===== src/rtl/result_serializer_pkg.sv =====
// Shared constants and types for the compressor result serializer.
package result_serializer_pkg;

    // Number of single-bit result columns (dst0..dst25).
    localparam int NUM_DST = 26;

    // Default width of the completed-frame counter.
    localparam int CNT_W_DEFAULT = 16;

    // Width of the bit index into a snapshot.
    localparam int IDX_W = $clog2(NUM_DST);

    typedef enum logic {
        IDLE  = 1'b0,
        SHIFT = 1'b1
    } state_t;

endpackage


===== src/rtl/result_piso.sv =====
// Parallel-load snapshot register with an index mux selecting the current serial bit.
module result_piso
    import result_serializer_pkg::*;
(
    input  logic               clk,
    input  logic               rst,
    input  logic               load,
    input  logic [NUM_DST-1:0] load_data,
    input  logic               advance,
    output logic               bit_out,
    output logic [IDX_W-1:0]   idx
);

    logic [NUM_DST-1:0] snap;

    // Capture the result columns on load; step the index on each accepted non-final bit.
    always_ff @(posedge clk or posedge rst) begin
        if (rst) begin
            snap <= '0;
            idx  <= '0;
        end else if (load) begin
            snap <= load_data;
            idx  <= '0;
        end else if (advance) begin
            idx  <= idx + IDX_W'(1);
        end
    end

    // Current bit comes straight from registered state, never from the handshake.
    always_comb begin
        bit_out = snap[idx];
    end

endmodule


===== src/rtl/result_serializer.sv =====
// Snapshots the 26 compressor result columns and streams them LSB-first
// over a 1-bit valid/ready interface with frame-last marking and a frame counter.
module result_serializer
    import result_serializer_pkg::*;
#(
    parameter int CNT_W = CNT_W_DEFAULT
) (
    input  logic             clk,
    input  logic             rst,
    input  logic             dst0,  input logic dst1,  input logic dst2,  input logic dst3,
    input  logic             dst4,  input logic dst5,  input logic dst6,  input logic dst7,
    input  logic             dst8,  input logic dst9,  input logic dst10, input logic dst11,
    input  logic             dst12, input logic dst13, input logic dst14, input logic dst15,
    input  logic             dst16, input logic dst17, input logic dst18, input logic dst19,
    input  logic             dst20, input logic dst21, input logic dst22, input logic dst23,
    input  logic             dst24, input logic dst25,
    input  logic             start,
    output logic             ser_data,
    output logic             ser_valid,
    input  logic             ser_ready,
    output logic             ser_last,
    output logic             busy,
    output logic             frame_done,
    output logic             start_dropped,
    output logic [CNT_W-1:0] frame_count
);

    state_t             state;
    logic [NUM_DST-1:0] dst_bus;
    logic [IDX_W-1:0]   idx;
    logic               cur_bit;
    logic               at_last;
    logic               load;
    logic               advance;

    assign dst_bus = {dst25, dst24, dst23, dst22, dst21, dst20, dst19, dst18, dst17,
                      dst16, dst15, dst14, dst13, dst12, dst11, dst10, dst9,  dst8,
                      dst7,  dst6,  dst5,  dst4,  dst3,  dst2,  dst1,  dst0};

    assign at_last = (idx == IDX_W'(NUM_DST - 1));
    assign load    = (state == IDLE) && start;
    assign advance = (state == SHIFT) && ser_ready && !at_last;

    result_piso u_piso (
        .clk       (clk),
        .rst       (rst),
        .load      (load),
        .load_data (dst_bus),
        .advance   (advance),
        .bit_out   (cur_bit),
        .idx       (idx)
    );

    // Serial outputs are decoded from registers only; data is forced low outside a frame.
    always_comb begin
        ser_data = ser_valid & cur_bit;
        ser_last = ser_valid & at_last;
    end

    // Frame FSM: accepts start in IDLE, counts the final handshake, flags starts that arrive mid-frame.
    always_ff @(posedge clk or posedge rst) begin
        if (rst) begin
            state         <= IDLE;
            ser_valid     <= 1'b0;
            busy          <= 1'b0;
            frame_done    <= 1'b0;
            start_dropped <= 1'b0;
            frame_count   <= '0;
        end else begin
            frame_done <= 1'b0;
            case (state)
                IDLE: begin
                    if (start) begin
                        state     <= SHIFT;
                        ser_valid <= 1'b1;
                        busy      <= 1'b1;
                    end
                end
                SHIFT: begin
                    if (start) begin
                        start_dropped <= 1'b1;
                    end
                    if (ser_ready && at_last) begin
                        state       <= IDLE;
                        ser_valid   <= 1'b0;
                        busy        <= 1'b0;
                        frame_done  <= 1'b1;
                        frame_count <= frame_count + CNT_W'(1);
                    end
                end
                default: begin
                    state     <= IDLE;
                    ser_valid <= 1'b0;
                    busy      <= 1'b0;
                end
            endcase
        end
    end

endmodule


===== config.mk =====
export PLATFORM = sky130hd
export DESIGN_NAME = result_serializer
export DESIGN_NICKNAME = d
export VERILOG_FILES = /design/src/rtl/result_serializer_pkg.sv /design/src/rtl/result_piso.sv /design/src/rtl/result_serializer.sv
export SDC_FILE = /design/constraint.sdc
export NUM_CORES = 1
export LEC_CHECK = 0
export CAP_MARGIN = 20
export CORE_ASPECT_RATIO = 0.8
export CORE_MARGIN = 2
export CORE_UTILIZATION = 50
export CTS_CLUSTER_SIZE = 10
export DETAILED_ROUTE_END_ITERATION = 7
export PLACE_DENSITY = 0.87
export SYNTH_ARGS = -nofsm -noshare
export SYNTH_HDL_FRONTEND = slang
export SYNTH_SLANG_ARGS = --single-unit

===== constraint.sdc =====
create_clock -name clk -period 2.7 [get_ports clk]
set_clock_uncertainty 0.15 [all_clocks]
set_input_delay 0.54 -clock clk [delete_from_list [all_inputs] [get_ports clk]]
set_output_delay 0.54 -clock clk [all_outputs]
set_load 0.01 [all_outputs]

# After elaboration in Yosys (flattened, before gate mapping)
# Cells that the tools add are included.
dict set report totals {
  output_inout_bits 22
  inputBits 30
  wordCells 37
  regBits 51
}
dict set report op_classes {
  n_addsub 2
  n_bitwise 3
  eq_ne 3
  muxes 12
  n_reduce_logical 9
  magnitude_cmp 1
}
# cell count
set ops {}
lappend ops {{$add A16 B1 Y16 const B} 1}
lappend ops {{$mux W5} 2}
lappend ops {{$mux W1} 7}
lappend ops {{$lt A5 B6 Y1 const B} 1}
lappend ops {{$reduce_and A2 Y1} 3}
lappend ops {{$add A5 B1 Y5 const B} 1}
lappend ops {{$bmux W1 S5} 1}
lappend ops {{$eq A5 B5 Y1 const B} 1}
lappend ops {{$logic_and A1 B1 Y1} 4}
lappend ops {{$pmux W1 S2} 2}
lappend ops {{$and A1 B1 Y1} 2}
lappend ops {{$ne A2 B1 Y1 const B} 1}
lappend ops {{$ne A2 B2 Y1 const B} 1}
lappend ops {{$reduce_bool A2 Y1} 1}
lappend ops {{$logic_not A1 Y1} 1}
lappend ops {{$not A1 Y1} 1}

# Logic depth before layout (Yosys ltp)
dict set report logic_depth {
  depth_word 5
  mapped_depth 7
  mapped_depth_nobuf 6
}

# Modules after synthesis
# Synthesis repeated with hierarchy kept, for this count alone.
dict set report unflattened {
  cells_unflattened 175
  hier_area_um2 2368.5
}
# module n_inst seq_area_each_um2 area_per_inst_um2 cells_per_inst
set modules_own_cells {}
lappend modules_own_cells {result_piso 1 775.7 1440.1 94}
lappend modules_own_cells {result_serializer 1 500.5 928.4 81}

# Worst setup path after synthesis
# OpenSTA, ideal clock, no wires.
dict set report synth_path {
  kind {register to output}
  from {register u_piso.idx[1]}
  to {output ser_data}
  n_path_buf 1
  required_time_ns 2.010
  path_slack_ns 0.599
  stages_incl_launch_ff 5
  arrival_ns 1.411
  path_cell_list {dfrtp_1 > buf_2 > mux4_2 > a31oi_1 > a32oi_1}
}
dict set report synth_via {
  elab_chain_cells 3
}
# element line_no
set synth_rtl {}
lappend synth_rtl {{from (decl)} result_piso.sv:11} ;# output logic [IDX_W-1:0] idx
lappend synth_rtl {{from (signal assigned)} result_piso.sv:25} ;# idx <= idx + IDX_W'(1);
lappend synth_rtl {{$bmux W1 S5} result_piso.sv:31} ;# bit_out = snap[idx];
lappend synth_rtl {{$mux W1 (not written as such)} result_piso.sv:31}
lappend synth_rtl {{$and A1 B1 Y1} result_serializer.sv:56} ;# ser_data = ser_valid & cur_bit;
lappend synth_rtl {{to (decl)} result_serializer.sv:18} ;# output logic ser_data,
# Every way passes these cells. The select of a mux whose other input is x is not followed.

# Final worst setup path
# Ends and elaborated chain as after synthesis.

==> reports/results.tsv <==
metric	value	unit
status	complete, no violations	
netlist_area	0.00236	mm²
grt_first_pass_wirelength	7670	µm
grt_remaining_overflow	0	
power_frac_clock	0.193	
crit_fanout	3	
cts_tree	yes	
synth_seq_cells	51	
cp.required	2.01	ns
viasPerCell	5.26	
gp_congestion	0.840	
power_frac_comb	0.337	
path_clk_slew	0.09	ns
pwr-share-seq	0.471	
setup_viol	0	
synth_top_family_by_area	multiplexers	
hold_end	start_dropped	
grt_pass1_vias	1562	
syn_inst	182	
crit_start	u_piso.idx[1]	
drt_iter0_markers	121	
synth_seq_area_share	0.542	
cp-start-kind	register	
syn_to_final_growth	30.4	%
layout-drive-gt1-share	0.222	
synth_warnings	0	
synthMuxAreaShare	0.189	
rsz0062_at_grt	false	
worst_pin_slew	0.479	ns
synth-xor-area-share	0.0706	
synth_fa_ha_area_frac	0.0159	
fmax	384	MHz
cts_root_buf	clkbuf_8	
drt-total-wl	4390	µm
avgSynthCellArea	12.9	µm²
cts.sinks	51	
r2r-end	frame_count[15]	
initial_utilization	0.516	
synth-compound-area-share	0.0202	
fill_cells	356	
vias	1572	
cts_buffers	5	
cp_cell_sequence	mux4_2 > and3_1 > a31oi_1 > a32oi_1 > dlygate4sd2_1	
antenna_found_initial	0	
max-slew-margin-rel	0.680	
power.internal	0.00182	W
clk_path_buf_depth	2	
rrSetupSlack	0.60	ns
dieArea	0.00528	mm²
fin_crit	2.60	ns
hpwl	3180	µm
synth_nets	215	
crit_path_end_kind	output port	
synth-edff-count	0	
ant_nets	0	
yosys.area_share.simple	0.134	
layout.nets	272	
grt_max_degree	31	
hold_viol_final	0	
cp_slowest_cell	mux4_2	
remaining_drc_errors	0	
rows	22	
async_flop_share	1.00	
die_h	65.4	µm
num_antenna_cells	0	
r2r_cells	7	
power_leakage	1.33	nW
p_sw_frac	0.297	
irDropWorstVdd	0.427	mV
crit_path_max_incr_delay	0.49	ns
cp_num_buf_inv	1	
synth-main-ff-cell	dfrtp_1	
cp_top_family	multiplexers	
pwr_density_cell	842	mW/mm²
fin_crit_sh	0.964	
drt-pass1-iter-count	4	
wl_per_cell	14.7	µm
hold_path.class	register to register	
die_w	80.7	µm
maxCapViolations	0	
hp-start	start_dropped	
core_area	0.00457	mm²
clk_latency	0.29	ns
critical_path_class	register to output port	
htree_levels	2	
io_pins	52	
p_switching	0.000769	W
reg2reg_from	u_piso.idx[1]	
final-max-slew-violation-count	0	
numPortBuffers	51	
grt_use_total	0.192	
tns	0	ns
synth.distinct_cells	33	
critical_path_arrival	1.91	ns
timing.final.ws_setup	0.0969	ns
fin_hold_ws	0.316	ns
min_path_cells	1	
dp_slack	0.137	ns
## worst max-delay path by stage
| stage | end | slack, ns | depth (start not counted) |
|---|---|---|---|
| 3_3_place_gp | ser_data | 0.18 | 5 |
| 4_1_cts | ser_data | 0.09 | 5 |
| 5_1_grt | ser_data | 0.02 | 5 |
| 3_5_place_dp | ser_data | 0.14 | 5 |
| 2_1_floorplan | ser_data | 0.60 | 4 |
| 6_report | ser_data | 0.1 | 5 |
## state kept, by name (all words and copies together), names as in the netlist
name and cells:
frame_count 16, u_piso.idx 5, frame_done 1, start_dropped 1, state 1, u_piso.snap 26
busy 1
## per-layer routing
metal	share of wire	up-vias	global-route usage
li1	-	760	-
met5	0	-	0
met2	0.46	33	0.293
met4	0.0091	0	0.0614
met3	0.034	2	0.0371
met1	0.50	777	0.280
## cells in the mapped netlist, drive strengths merged (2+ instances only)
master  number  area [µm²]
xnor2       13         114
and4         2        17.5
inv          5        18.8
and3         2        12.5
ha           3        37.5
nand4        9        56.3
nor2        13        51.3
dfrtp       51        1280
mux2i        5        50.1
xor2         6        52.6
buf          8        45.0
nor2b        2        12.5
nand3b       2        15.0
nand3        5        25.0
nor3         3        15.0
mux4         4        90.1
nor4         3        33.8
mux2        27         304
and2         2        12.5
nand2        8        30.0
## kinds of logic (layout without fill, tap and decap cells)
| family | count (synthesis) | count (layout) |
|---|---|---|
| adders and majority gates | 3 | 3 |
| muxes | 36 | 36 |
| buffers and inverters | 14 | 71 |
| AOI/OAI and AO/OA | 6 | 6 |
| DFF | 51 | 51 |
| and+or+nand+nor | 53 | 53 |
| xor gates and xnor gates | 19 | 19 |
## cell usage in the layout (no fill, tap or decap), types with 2 or more instances in the layout
master           Yosys  layout
ha_1                 3       2
clkdlybuf4s50_1      0      49
and2_1               2       2
inv_1                5       4
dfrtp_1             51      49
nand2_1              8       8
nor4_1               2       2
dlygate4sd2_1        0       2
nor3_1               3       3
mux2i_1              5       5
mux4_2               4       4
buf_4                2       7
clkbuf_8             0       5
nor2_1              12      12
mux2_2              26      26
and4_1               2       2
dfrtp_2              0       2
and3_1               2       2
nand3b_1             2       2
nand3_1              5       5
xnor2_1             13      13
nand4_1              9       9
xor2_1               6       6
## power by group through the flow
stage          logic (W)  registers [W]  clock network (W)
2_1_floorplan   0.000653        0.00115                  0
3_3_place_gp    0.000841        0.00123                  0
3_5_place_dp    0.000868        0.00123                  0
4_1_cts         0.000876        0.00122           0.000509
5_1_grt         0.000954        0.00126           0.000551
6_report        0.000871        0.00122           0.000498
## cell type report
class	count	area (µm²)	area share
sequential	51	1280	0.416
clock buffer	6	72.6	0.0236
multi-input combinational	117	1020	0.331
timing repair buffer	59	581	0.189
inverter	5	18.8	0.00611
clock inverter	1	30.0	0.00977
tap	60	75.1	0.0244
## repair_timing
| item | 4_1_cts | 5_1_grt |
|---|---|---|
| gates resized for setup | 5 | 0 |
| buffers inserted | 1 | 0 |
| endpoints found under the setup margin | 2 | 0 |
| hold buffers | 0 | 0 |
## worst register-to-register path, stage by stage, from the launching register on
cell	delay, ns
dfrtp_1	0.41
buf_4	0.19
inv_1	0.09
ha_2	0.20
nand4b_4	0.14
nor4_4	0.47
nand4_1	0.18
xnor2_1	0.16
## stage by stage
step / util / std cells / power [W] / instance area [µm²]
finish: 0.673 / 299 / 0.00259 / 3070
global route: 0.673 / 299 / 0.00276 / 3070
CTS: 0.673 / 299 / 0.00260 / 3070
detailed placement: 0.648 / 291 / 0.00210 / 2960
global placement: 0.648 / 291 / 0.00207 / 2960
floorplan: - / 182 / 0.00180 / 2360
Note: power is estimated with default switching activity, not from simulation.
==> patch, RTL diff (config.mk and constraints unchanged) <==
Put one more register stage on the output `frame_count`, with the module's reset. The value now appears one clock later. The other outputs are not delayed to match.
--- a/src/rtl/result_serializer.sv
+++ b/src/rtl/result_serializer.sv
@@ -26,2 +26,4 @@
 );
+
+    logic [CNT_W-1:0] frame_count_s0;
 
@@ -67,3 +69,3 @@
             start_dropped <= 1'b0;
-            frame_count   <= '0;
+            frame_count_s0 <= '0;
         end else begin
@@ -87,3 +89,3 @@
                         frame_done  <= 1'b1;
-                        frame_count <= frame_count + CNT_W'(1);
+                        frame_count_s0 <= frame_count_s0 + CNT_W'(1);
                     end
@@ -99,2 +101,10 @@
 
+    always_ff @(posedge clk or posedge rst) begin
+        if (rst) begin
+            frame_count <= '0;
+        end else begin
+            frame_count <= frame_count_s0;
+        end
+    end
+
 endmodule
Formal check against the unedited RTL: no difference found for any inputs over 10 cycles, from zero or initial values and one cycle with rst high; that may be too few to reach the edited logic, so the function may still have changed.
==> patch against the unedited design <==
Highest routed layer unchanged. Sequential cell count increased by 16. Via count up 8.8%. Critical endpoint unchanged. Largest cell class unchanged. Largest power group unchanged. Routed wire length rose by 16%. Worst setup slack improved by 19 ps. Synthesized area rose by 18%. Hold slack lost 57 ps. Cell area up 18%. Maximum frequency rose by 0.74%. Synthesized cell count is 7.7% higher. Total power up 27%.
==> patch: results (changes against the unedited design) <==
SHARE_OF_SYNTHESIZED_AREA_OCCUPIED_BY_FLIP_FLOPS_AND_LATCHES=0.6041  # +0.06246
LEAKAGE_uW=0.001619  # +22%
DIODES=0  # unchanged
NETLIST_TOP_CELLS_AREA='sky130_fd_sc_hd__dfrtp_1, sky130_fd_sc_hd__mux2_2, sky130_fd_sc_hd__xnor2_1'
POST-ROUTE-PERIOD-UTIL=0.9570  # -0.007084
GRT_PASS1_WL_UM=8583  # +12%
PATH_CLASS='flip-flop to output pin'
DP_HPWL_UM=3592  # +13%
LARGEST_NET_DEGREE_AT_THE_START_OF_GLOBAL_ROUTING=45  # +45%
HOLD_CRIT_PATH_TYPE='input port to async pin'
YS.FLOP_TYPE='sky130_fd_sc_hd__dfrtp_1'
LARGESTREGISTERS='u_piso.snap: 26 flops, frame_count: 16 flops, frame_count_s0: 16 flops'
CTSLONGESTPATHBUFFERS=2  # unchanged
MET3ROUTEDLENGTH_UM=262  # +76%
CLOCK_LATENCY_PS=340  # +50 ps
NUMBER_OF_NETS_IN_THE_LAYOUT=293  # +7.7%
ROUTED_VIA_DENSITY=5.201  # -1.1%
CRITICAL_PATH.REG2REG.STARTPOINT='u_piso.idx[0]$_DFFE_PP0P_'
FINAL_LAYOUT_SIZE_SUFFIX_GT1_FRAC=0.2576  # +0.03582
PRECTSSETUPSLACK_PS=60.38  # -77.10 ps
MAPPEDNETLISTNETS=229  # +6.5%
ROUTED_WIRELENGTH_UM=5099  # +16%
WORST-SLEW-PIN-TRANSITION_PS=426.5  # -52.84 ps
CRITICAL_PATH_PEAK_FANOUT=7  # +4
GP_ROUTABILITY_CONGESTION=0.8545  # +1.8%
GRT_ANTENNA_BEFORE_REPAIR=0  # unchanged
WL_PER_CELL_UM=15.50  # +5.6%
PLACEMENT.IO_BUFFERS=51  # unchanged
CP_DATA_ARRIVAL_TIME_PS=1890  # -20 ps
GRT_USE_TOTAL=0.1835  # -0.008860
CTS_INSERTED_BUFFERS=9  # +4
FINALHOLDWORSTSLACK_PS=259.2  # -56.89 ps
MAXUSEDROUTINGLAYER='met4'
WORST_IR_DROP_VDD_mV=0.5276  # +24%
CTS.HTREE.LEVELS=3  # +1
FIRST_ITER_VIOLATIONS=78  # -36%
VIA_COUNT_OF_THE_FIRST_GLOBAL_ROUTING_PASS=1722  # +10%
DETAIL_ROUTE.WIRELENGTH.MET1_UM=2373  # +8.5%
R2R_SETUP_SLACK_PS=640  # +40 ps
CLOCKROOTBUFFER='sky130_fd_sc_hd__clkbuf_8'
ASR_FLOP_RATIO_SYNTH=1.000  # unchanged
CLK_PIN_SLEW_WORST_PATHS_PS=60  # -30 ps
DRTPASS1ITERATIONS=5  # +1
PLACE_INST=312  # +7.2%
OUTCOME='finished clean'
YOSYS_WARNINGS=0  # unchanged
YOSYSUNIQUECELLTYPES=36  # +9.1%
YOSYS-TOP-CELLS-COUNT='sky130_fd_sc_hd__dfrtp_1, sky130_fd_sc_hd__mux2_2, sky130_fd_sc_hd__xnor2_1'
SYN-INSTANCE-COUNT=196  # +7.7%
ROUTED-WL-MET2_UM=2399  # +19%
## patch: cell types whose count changed in the layout (fill, tap and decap cells not counted), sizes merged, moves of 2 or more
cell and delta:
mux2 +3, nand3b -2, nand4 -5, nor2 -2
dfrtp +16, buf +3, clkbuf +7, nand3 +4
nor3 -2
## patch: area by class of cell
type	instances	area, sq um
clock buffer	13	158.9
clock inverter	2	35.03
multi-input combinational	117	1044
sequential	67	1679
tap	65	81.33
timing repair buffer	61	608.1
inverter	4	15.01
fill	393	1784
## patch: what timing repair did
| item | CTS | global route |
|---|---|---|
| endpoints found under the setup margin | 2 | 1 |
| pin swaps | 0 | 1 |
| resized for setup | 9 | 2 |
| buffers inserted | 0 | 2 |
## patch: metal layers
metal / vias to the layer above / GRT usage
met3: 7 / 0.07001
met4: 0 / 0.05128
met2: 44 / 0.2744
met5: - / 0
met1: 839 / 0.2536
li1: 821 / -
## patch: cell families (layout without fill, tap and decap cells)
| family | Yosys count | after routing | share of synthesized area |
|---|---|---|---|
| AO/OA/AOI/OAI | 6 | 6 | 0.01759 |
| XOR/XNOR | 19 | 19 | 0.05996 |
| adder cells (fa/ha/maj) | 3 | 3 | 0.01353 |
| buffers and inverters | 12 | 80 | 0.02389 |
| flip-flops | 67 | 67 | 0.6041 |
| multiplexers | 38 | 38 | 0.1641 |
| AND/OR/NAND/NOR | 51 | 51 | 0.1168 |
## patch: report_power, final
| group | total [uW] | internal, uW | switching, uW |
|---|---|---|---|
| Sequential | 1500 | 1280 | 219 |
| Clock | 815 | 471 | 344 |
| Combinational | 964 | 584 | 380 |
## patch: worst max-delay path, cell delays in order, from the launching register on
cell and delay, ps:
sky130_fd_sc_hd__dfrtp_1 410, sky130_fd_sc_hd__buf_6 160, sky130_fd_sc_hd__mux2_2 330, sky130_fd_sc_hd__or3_1 320, sky130_fd_sc_hd__o2111ai_2 90, sky130_fd_sc_hd__a32oi_1 90, sky130_fd_sc_hd__buf_2 160
## patch: final timing paths
kind                                                        to  cells after the start
worst max-delay path                                  ser_data                      6
worst min-delay path               u_piso.snap[17]$_DFFE_PP0P_                      2
worst max register to register  frame_count_s0[14]$_DFFE_PP0P_                      6
worst min register to register       frame_count[15]$_DFF_PP0_                      0
max in group asynchronous            u_piso.idx[2]$_DFFE_PP0P_                      3
min in group clk                     frame_count[15]$_DFF_PP0_                      0
## patch: through the flow
stage	total power, uW	instance area [sq um]
after CTS	3266	3598
after floorplan	2108	2775
after global placement	2390	3403
after global routing	3468	3621
final	3275	3621
after detailed placement	2446	3403
